<file path="src/rtl/decode_cycle_pkg.sv">
// rtl/decode_cycle_pkg.sv - shared opcode, ALU, result-select and immediate-format codes
package decode_cycle_pkg;

  localparam logic [6:0] OP_R      = 7'b0110011;
  localparam logic [6:0] OP_I_ALU  = 7'b0010011;
  localparam logic [6:0] OP_LOAD   = 7'b0000011;
  localparam logic [6:0] OP_STORE  = 7'b0100011;
  localparam logic [6:0] OP_BRANCH = 7'b1100011;
  localparam logic [6:0] OP_JAL    = 7'b1101111;
  localparam logic [6:0] OP_LUI    = 7'b0110111;

  localparam logic [2:0] ALU_ADD = 3'b000;
  localparam logic [2:0] ALU_SUB = 3'b001;
  localparam logic [2:0] ALU_AND = 3'b010;
  localparam logic [2:0] ALU_OR  = 3'b011;
  localparam logic [2:0] ALU_XOR = 3'b100;
  localparam logic [2:0] ALU_SLT = 3'b101;
  localparam logic [2:0] ALU_SLL = 3'b110;
  localparam logic [2:0] ALU_SRL = 3'b111;

  localparam logic [1:0] RES_ALU = 2'b00;
  localparam logic [1:0] RES_MEM = 2'b01;
  localparam logic [1:0] RES_PC4 = 2'b10;

  localparam logic [2:0] IMM_I = 3'b000;
  localparam logic [2:0] IMM_S = 3'b001;
  localparam logic [2:0] IMM_B = 3'b010;
  localparam logic [2:0] IMM_J = 3'b011;
  localparam logic [2:0] IMM_U = 3'b100;

  typedef struct packed {
    logic       reg_write;
    logic       mem_write;
    logic       jump;
    logic       branch;
    logic       alu_src;
    logic [1:0] result_src;
    logic [2:0] alu_control;
    logic [2:0] funct3;
    logic       zero_rd1;
    logic [2:0] imm_src;
  } ctrl_t;

  typedef struct packed {
    logic        reg_write;
    logic        mem_write;
    logic        jump;
    logic        branch;
    logic        alu_src;
    logic [1:0]  result_src;
    logic [2:0]  alu_control;
    logic [2:0]  funct3;
    logic [31:0] rd1;
    logic [31:0] rd2;
    logic [31:0] imm_ext;
    logic [31:0] pc;
    logic [31:0] pc_plus4;
    logic [4:0]  rd;
    logic [4:0]  rs1;
    logic [4:0]  rs2;
  } idex_t;

  // sub only exists for register-register ops, so callers pass sub_sel=0 for immediates
  function automatic logic [2:0] alu_from_funct3(input logic [2:0] funct3, input logic sub_sel);
    logic [2:0] code;
    case (funct3)
      3'b000:  code = sub_sel ? ALU_SUB : ALU_ADD;
      3'b001:  code = ALU_SLL;
      3'b010:  code = ALU_SLT;
      3'b100:  code = ALU_XOR;
      3'b101:  code = ALU_SRL;
      3'b110:  code = ALU_OR;
      3'b111:  code = ALU_AND;
      default: code = ALU_ADD;
    endcase
    return code;
  endfunction

endpackage

</file>
<file path="src/rtl/decode_cycle_reg_file.sv">
// rtl/decode_cycle_reg_file.sv - 32x32 register file, x0 hardwired, write-through bypass
module reg_file (
  input  logic        clk,
  input  logic        rst,
  input  logic        we,
  input  logic [4:0]  waddr,
  input  logic [31:0] wdata,
  input  logic [4:0]  ra1,
  input  logic [4:0]  ra2,
  output logic [31:0] rd1,
  output logic [31:0] rd2
);

  logic [31:0] regs_q [32];
  logic [31:0] regs_d [32];
  logic        wr_en;

  assign wr_en = we && (waddr != 5'd0);

  always_comb begin
    regs_d = regs_q;
    if (wr_en) regs_d[waddr] = wdata;
  end

  always_ff @(posedge clk or negedge rst) begin
    if (!rst) begin
      for (int i = 0; i < 32; i++) regs_q[i] <= '0;
    end else begin
      regs_q <= regs_d;
    end
  end

  // the writeback value is visible to a same-cycle read of the same register
  always_comb begin
    rd1 = '0;
    rd2 = '0;
    if (ra1 != 5'd0) rd1 = (wr_en && waddr == ra1) ? wdata : regs_q[ra1];
    if (ra2 != 5'd0) rd2 = (wr_en && waddr == ra2) ? wdata : regs_q[ra2];
  end

endmodule

</file>
<file path="src/rtl/decode_cycle.sv">
// rtl/decode_cycle.sv - instruction decode, immediate generation and ID/EX pipeline register
module decode_cycle
  import decode_cycle_pkg::*;
(
  input  logic        clk,
  input  logic        rst,
  input  logic [31:0] InstrD,
  input  logic [31:0] PCD,
  input  logic [31:0] PCPlus4D,
  input  logic        FlushE,
  input  logic        RegWriteW,
  input  logic [4:0]  RdW,
  input  logic [31:0] ResultW,
  output logic [4:0]  Rs1D,
  output logic [4:0]  Rs2D,
  output logic        RegWriteE,
  output logic        MemWriteE,
  output logic        JumpE,
  output logic        BranchE,
  output logic        ALUSrcE,
  output logic [1:0]  ResultSrcE,
  output logic [2:0]  ALUControlE,
  output logic [2:0]  Funct3E,
  output logic [31:0] RD1E,
  output logic [31:0] RD2E,
  output logic [31:0] ImmExtE,
  output logic [31:0] PCE,
  output logic [31:0] PCPlus4E,
  output logic [4:0]  RdE,
  output logic [4:0]  Rs1E,
  output logic [4:0]  Rs2E
);

  logic [6:0]  opcode;
  logic [2:0]  funct3;
  logic [4:0]  rd;
  logic [31:0] rf_rd1;
  logic [31:0] rf_rd2;
  logic [31:0] imm_ext;
  ctrl_t       ctrl;
  idex_t       idex_d;
  idex_t       idex_q;

  assign opcode = InstrD[6:0];
  assign funct3 = InstrD[14:12];
  assign rd     = InstrD[11:7];
  assign Rs1D   = InstrD[19:15];
  assign Rs2D   = InstrD[24:20];

  reg_file u_reg_file (
    .clk   (clk),
    .rst   (rst),
    .we    (RegWriteW),
    .waddr (RdW),
    .wdata (ResultW),
    .ra1   (Rs1D),
    .ra2   (Rs2D),
    .rd1   (rf_rd1),
    .rd2   (rf_rd2)
  );

  // anything not listed, including the all-zero word, falls to the all-zero bubble
  always_comb begin
    ctrl         = '0;
    ctrl.imm_src = IMM_I;
    case (opcode)
      OP_R: begin
        ctrl.reg_write   = 1'b1;
        ctrl.alu_control = alu_from_funct3(funct3, InstrD[30]);
        ctrl.funct3      = funct3;
      end
      OP_I_ALU: begin
        ctrl.reg_write   = 1'b1;
        ctrl.alu_src     = 1'b1;
        ctrl.alu_control = alu_from_funct3(funct3, 1'b0);
        ctrl.funct3      = funct3;
      end
      OP_LOAD: begin
        ctrl.reg_write  = 1'b1;
        ctrl.alu_src    = 1'b1;
        ctrl.result_src = RES_MEM;
        ctrl.funct3     = funct3;
      end
      OP_STORE: begin
        ctrl.mem_write = 1'b1;
        ctrl.alu_src   = 1'b1;
        ctrl.imm_src   = IMM_S;
        ctrl.funct3    = funct3;
      end
      OP_BRANCH: begin
        ctrl.branch      = 1'b1;
        ctrl.alu_control = ALU_SUB;
        ctrl.imm_src     = IMM_B;
        ctrl.funct3      = funct3;
      end
      OP_JAL: begin
        ctrl.reg_write  = 1'b1;
        ctrl.jump       = 1'b1;
        ctrl.result_src = RES_PC4;
        ctrl.imm_src    = IMM_J;
      end
      OP_LUI: begin
        ctrl.reg_write = 1'b1;
        ctrl.alu_src   = 1'b1;
        ctrl.zero_rd1  = 1'b1;
        ctrl.imm_src   = IMM_U;
      end
      default: ;
    endcase
  end

  always_comb begin
    case (ctrl.imm_src)
      IMM_S:   imm_ext = {{20{InstrD[31]}}, InstrD[31:25], InstrD[11:7]};
      IMM_B:   imm_ext = {{20{InstrD[31]}}, InstrD[7], InstrD[30:25], InstrD[11:8], 1'b0};
      IMM_J:   imm_ext = {{12{InstrD[31]}}, InstrD[19:12], InstrD[20], InstrD[30:21], 1'b0};
      IMM_U:   imm_ext = {InstrD[31:12], 12'b0};
      default: imm_ext = {{20{InstrD[31]}}, InstrD[31:20]};
    endcase
  end

  always_comb begin
    idex_d = '0;
    if (!FlushE) begin
      idex_d.reg_write   = ctrl.reg_write;
      idex_d.mem_write   = ctrl.mem_write;
      idex_d.jump        = ctrl.jump;
      idex_d.branch      = ctrl.branch;
      idex_d.alu_src     = ctrl.alu_src;
      idex_d.result_src  = ctrl.result_src;
      idex_d.alu_control = ctrl.alu_control;
      idex_d.funct3      = ctrl.funct3;
      idex_d.rd1         = ctrl.zero_rd1 ? 32'd0 : rf_rd1;
      idex_d.rd2         = rf_rd2;
      idex_d.imm_ext     = imm_ext;
      idex_d.pc          = PCD;
      idex_d.pc_plus4    = PCPlus4D;
      idex_d.rd          = rd;
      idex_d.rs1         = Rs1D;
      idex_d.rs2         = Rs2D;
    end
  end

  always_ff @(posedge clk or negedge rst) begin
    if (!rst) idex_q <= '0;
    else      idex_q <= idex_d;
  end

  assign RegWriteE   = idex_q.reg_write;
  assign MemWriteE   = idex_q.mem_write;
  assign JumpE       = idex_q.jump;
  assign BranchE     = idex_q.branch;
  assign ALUSrcE     = idex_q.alu_src;
  assign ResultSrcE  = idex_q.result_src;
  assign ALUControlE = idex_q.alu_control;
  assign Funct3E     = idex_q.funct3;
  assign RD1E        = idex_q.rd1;
  assign RD2E        = idex_q.rd2;
  assign ImmExtE     = idex_q.imm_ext;
  assign PCE         = idex_q.pc;
  assign PCPlus4E    = idex_q.pc_plus4;
  assign RdE         = idex_q.rd;
  assign Rs1E        = idex_q.rs1;
  assign Rs2E        = idex_q.rs2;

endmodule

</file>
<file path="config.mk">
export PLATFORM = sky130hd
export DESIGN_NAME = decode_cycle
export DESIGN_NICKNAME = d
export VERILOG_FILES = /design/src/rtl/decode_cycle_pkg.sv /design/src/rtl/decode_cycle_reg_file.sv /design/src/rtl/decode_cycle.sv
export SDC_FILE = /design/constraint.sdc
export NUM_CORES = 2
export LEC_CHECK = 0
export ABC_AREA = 0
export BUFFER_PORTS_ARGS = -buffer_cell sky130_fd_sc_hd__buf_2
export CORE_MARGIN = 8
export CORE_UTILIZATION = 45
export CTS_CLUSTER_DIAMETER = 150
export DETAILED_ROUTE_END_ITERATION = 7
export GPL_TIMING_DRIVEN = 0
export PLACE_DENSITY_LB_ADDON = 0.05
export SLEW_MARGIN = 25
export SYNTH_ARGS = -nofsm -noshare
export SYNTH_HDL_FRONTEND = slang
export SYNTH_SLANG_ARGS = --single-unit
</file>
<file path="constraint.sdc">
create_clock -name clk -period 2.1 [get_ports clk]
set_input_delay 0.105 -clock clk [delete_from_list [all_inputs] [get_ports clk]]
set_output_delay 0.105 -clock clk [all_outputs]
set_load 0.02 [all_outputs]
</file>
After elaboration in Yosys (flattened, before gate mapping)
Index checks and enable logic that the tools add are counted.

operators by class
  div/mod/pow operators = 0
  mux-type cells = 29
  $add $sub $neg = 0
  reduce and logical (&&, ||, !) cells = 11
  multiply operators = 0
  order comparisons = 4
  equality and inequality tests = 19
  bitwise operators = 3
  shift operators = 0

operator list
  cell                  count
  $bwmux W1024          1
  $bmux W32 S5          2
  $mux W32              10
  $mux W188             1
  $demux W32 S5         1
  $pmux W31 S4          1
  $eq A7 B6 Y1 const B  3
  $pmux W3 S7           1
  $ge A6 B6 Y1 const B  3
  $not A5 Y6            3
  $pmux W3 S6           1
  $eq A3 B3 Y1 const B  5
  $reduce_bool A5 Y1    3
  $eq A7 B7 Y1 const B  2
  $pmux W3 S4           1
  $eq A5 B5 Y1          2
  $reduce_or A5 Y1      2
  $eq A3 B2 Y1 const B  3
  $pmux W3 S3           1
  $eq A7 B2 Y1 const B  1
  $eq A7 B5 Y1 const B  1
  $mux W1               7
  $eq A3 B1 Y1 const B  2
  $lt A6 B1 Y1 const B  1
  5 further kinds       8

word-level totals
  output and inout bits = 198
  bits in writable memories = 0
  register bits = 1,212
  latch bits = 0
  memories = 0
  ROM bits = 0

Longest topological paths before layout
  depth after elaboration = 8
  mapped depth = 10
  mapped depth without buffers = 6

Modules after synthesis
Synthesis repeated with hierarchy kept, for this count alone.

second synthesis, totals
  cells, all modules = 4,253
  area total of the unflattened synthesis = 61,285.0 um^2

modules (own cells, without submodules)
  module        sequential area each (um^2)  instances  cells each  area an instance (um^2)
  reg_file      25,624.6                     1          3,787       54,890.1
  decode_cycle  4,679.5                      1          466         6,394.9

Worst setup path after synthesis
Ideal clock, no wire load.

  path kind = input-to-reg
  start point = input InstrD[16]
  end point = register idex_q, in the netlist RD1E[16]
  slack = 139 ps
  library setup time = 126 ps
  cell stages on the path = 6
  arrival time = 1,835 ps
  path through = buf_4 buf_2 buf_1 mux4_2 mux4_2 a221o_1

RTL lines
  element               RTL line             source
  from (decl)           decode_cycle.sv:7    input logic [31:0] InstrD,
  to (signal assigned)  decode_cycle.sv:146  else idex_q <= idex_d;
  to (decl)             decode_cycle.sv:42   idex_t idex_q;

==> flow_summary.toml <==
[clock_tree]
clockRootBuffer = "clkbuf_16"
clk_latency_ps = 810
clkSlewWorstSetupHoldPaths_ps = 60
ctsLongestPathBuffers = 3
h-tree-depth = 4
clkSinkCount = 1211
tritoncts = "built"
cts_buffers = 141

[grt]
grt_pass1_vias = 43651
antenna_found_initial = 27
grt_util_met2_pct = 52.9
use_met1_pct = 48.0
track_usage_pct = 37.0
grt_pass1_wl_um = 372000
grt_max_degree = 118
busiest_layer = "met2"
grtUsageMet3_pct = 12.4
overflow = 0

[logic_synthesis]
synthTopCellsByArea = "dfrtp_1 50%, mux2_2 18%, mux4_2 18%"
synthesis.nets = 4155
netlist.area_leader.share_pct = 49.6
yosysSeqAreaShare_pct = 49.6
yosysTopAreaCell = "dfrtp_1"
yosys_warnings = 0
synthArstFlopShare_pct = 100
synth-seq-cells = 1211
syn_avg_cell_area_um2 = 15.2
syn_area_mm2 = 0.0611
syn_inst = 4018
synth_enable_flop_cells = 0
synth_top_flop_cell = "dfrtp_1"
ys_types = 58

[sta]
setup_viol = 18
whs_ps = -385
max_freq_mhz = 447
post-route-period-util_pct = 107
drv_slew = 0
finalClockSkew_ps = 18.2
finalCriticalPeriod_ps = 2240
worstMarginPinSlew_ps = 1250
relSlewSlack_pct = 16.2
hold_viol = 307
finalWorstSetupSlack_ps = -138
fin_tns_setup_ps = -762

[routing]
drt-pass1-iter-count = 8
wl_per_cell_um = 42.1
drt_drc_violations_left = 0
drt_wl_total_um = 277000
antenna_left = 0
viasPerCell = 6.65
vias = 43862
initialDrtViolationCount = 6135

[place]
place_inst = 6167
gp_congestion = 1.00
dpl-instance-area_mm2 = 0.0663
numPortBuffers = 322
place_hpwl_um = 187000
dpl_worst_slack_ps = -1790

[layout]
multi_input_area_mm2 = 0.0289
fin_util_pct = 54.2
final_area_mm2 = 0.0732
layout-drive-gt1-share_pct = 50.3
instances_no_fill = 6593
regArea_mm2 = 0.0303
nNetsFinal = 4836
area_delta_synth_final_pct = 19.8
nFillCells = 11306

[worst_setup_path]
worstPathMaxFanout = 10
critPathCapture = "RD2E[17]"
cp-end-kind = "flop"
cp-startpoint = "InstrD[21]"
rr_worst_depth = 5
rrSetupSlack_ps = 0
crit_type = "input pin to flop"
crit_chain = "buf_2 > buf_2 > clkbuf_2 > mux4_2 > mux2i_1 > o22ai_1 > nor3_1 > nor3_1"
crit_required_ps = 2720
start_kind = "input pin"
cp_data_arrival_time_ps = 2860
timing.rr.start = "u_reg_file.regs_q[129]"
max_stage_delay_ps = 690
timing.rr.end = "RD2E[1]"
slowest_stage = "clkbuf_2"

[pwr]
seq_power_share_pct = 42.9
p_leak_nw = 32.7
p_comb_share_pct = 20.8
swShare_pct = 28.5
p_switching_mw = 20.0
total_power_mw = 70.3
p_int_mw = 50.2
peakVddDrop_mv = 0.745
pwr-share-clk_pct = 36.3
p_per_area_mw_per_mm2 = 960

[run]
cap_violations = 0

[die]
start_util_pct = 45.2
row_count = 135
die_area_mm2 = 0.148
die_w_um = 385
ios = 335
core_mm2 = 0.135
dieHeight_um = 385

[run_status]
violations = "hold timing, setup timing"
status = "finished, violations left"

[min_path]
hold_class = "input pin to async pin"
[how the worst min path moves through the flow]
stage / to / depth (start not counted) / start
6_report: u_reg_file.regs_q[730] / 5 / rst
5_1_grt: u_reg_file.regs_q[730] / 5 / rst
4_1_cts: PCE[12] / 4 / rst
3_5_place_dp: PCE[12] / 1 / rst
3_3_place_gp: PCE[7] / 2 / PCD[7]
2_1_floorplan: ALUControlE[0] / 0 / rst
[power groups by stage]
stage / Clock, mW / Combinational (mW) / Sequential, mW
2_1_floorplan: 0 / 9.20 / 29.8
3_3_place_gp: 0 / 13.5 / 30.3
5_1_grt: 26.6 / 15.2 / 30.6
3_5_place_dp: 0 / 14.0 / 30.4
4_1_cts: 25.7 / 14.3 / 30.0
6_report: 25.5 / 14.6 / 30.2
[cells in the final DEF, fill, tap and decap left out, drive strengths merged, types with 15 or more instances in the layout]
cell	count
a32o	15
o21ai	20
a21oi	74
a221oi	21
nor3	35
clkbuf	430
mux4	505
a211oi	79
nor2	67
dfrtp	1211
nor2b	132
clkinv	31
dlygate4sd3	154
nand2	50
a221o	32
o22ai	28
mux2	992
buf	610
mux2i	188
[cell type report]
class                   count  area share (%)
plain buffers             453            3.39
flip-flops and latches   1211            41.4
inverters                   5          0.0256
repair buffers            538            6.24
clock buffers             203            5.78
clock inverters            44           0.666
well taps                1781            3.04
diodes                      9          0.0308
multi-input cells        2349            39.4
[cell families (layout without fill, tap and decap cells)]
family	count (synthesis)	after routing	share of synthesized area [%]
AOI/OAI and AO/OA	303	303	3.56
xor gates and xnor gates	11	11	0.158
buffers and inverters	458	1243	3.53
muxes	1685	1685	40.1
other	0	9	0
DFF	1211	1211	49.6
and+or+nand+nor	350	350	3.09
[per-layer routing]
| layer | part of all wire [%] | up-vias |
|---|---|---|
| met2 | 42 | 2801 |
| met4 | 8.0 | 10 |
| met5 | 0.019 | - |
| met1 | 38 | 23568 |
| li1 | - | 16722 |
| met3 | 11 | 761 |
[synth_stat cells, drive strengths merged (2+ instances only)]
library cell and instances:
xnor2 4, a221oi 21, buf 234, or3b 2, a31o 3, and3b 2, o31ai 2, a22oi 13
nor2 67, a211oi 79, dfrtp 1211, and4 2, and2 12, a32oi 3, nand2 50, clkbuf 219
a31oi 4, or4 2, mux2i 188, mux2 992, nand3b 10, xor2 7, and3 2, nand3 13
a221o 32, a32o 15, mux4 505, a21oi 74, nor3b 6, a211o 3, o22ai 28, o21ai 20
a2111oi 3, nand4 4, nor2b 132, or2 2, nand2b 5, nor3 35, inv 4
[registers in the layout (all words and copies together), names as in the netlist, 3 cells and up]
register / flops
ALUControlE: 3
Funct3E: 3
ImmExtE: 32
PCE: 32
PCPlus4E: 32
RD1E: 32
RD2E: 32
RdE: 5
Rs1E: 5
Rs2E: 5
u_reg_file.regs_q: 1024
[timing repair]
| action | in CTS | in global routing |
|---|---|---|
| setup endpoints to repair | 83 | 140 |
| endpoints found under the hold margin | 679 | 227 |
| hold buffers | 150 | 11 |
| buffers inserted | 6 | 2 |
| gates resized for setup | 85 | 39 |
| pin swaps | 7 | 2 |
| cloned | 0 | 1 |
[worst max-delay path: cells and delay by family]
kind,cells,cell delay (ps)
AO/OA/AOI/OAI,1,200
multiplexers,2,430
buffers and inverters,3,1410
AND/OR/NAND/NOR,2,670
Note: power is estimated with default switching activity, not from simulation.
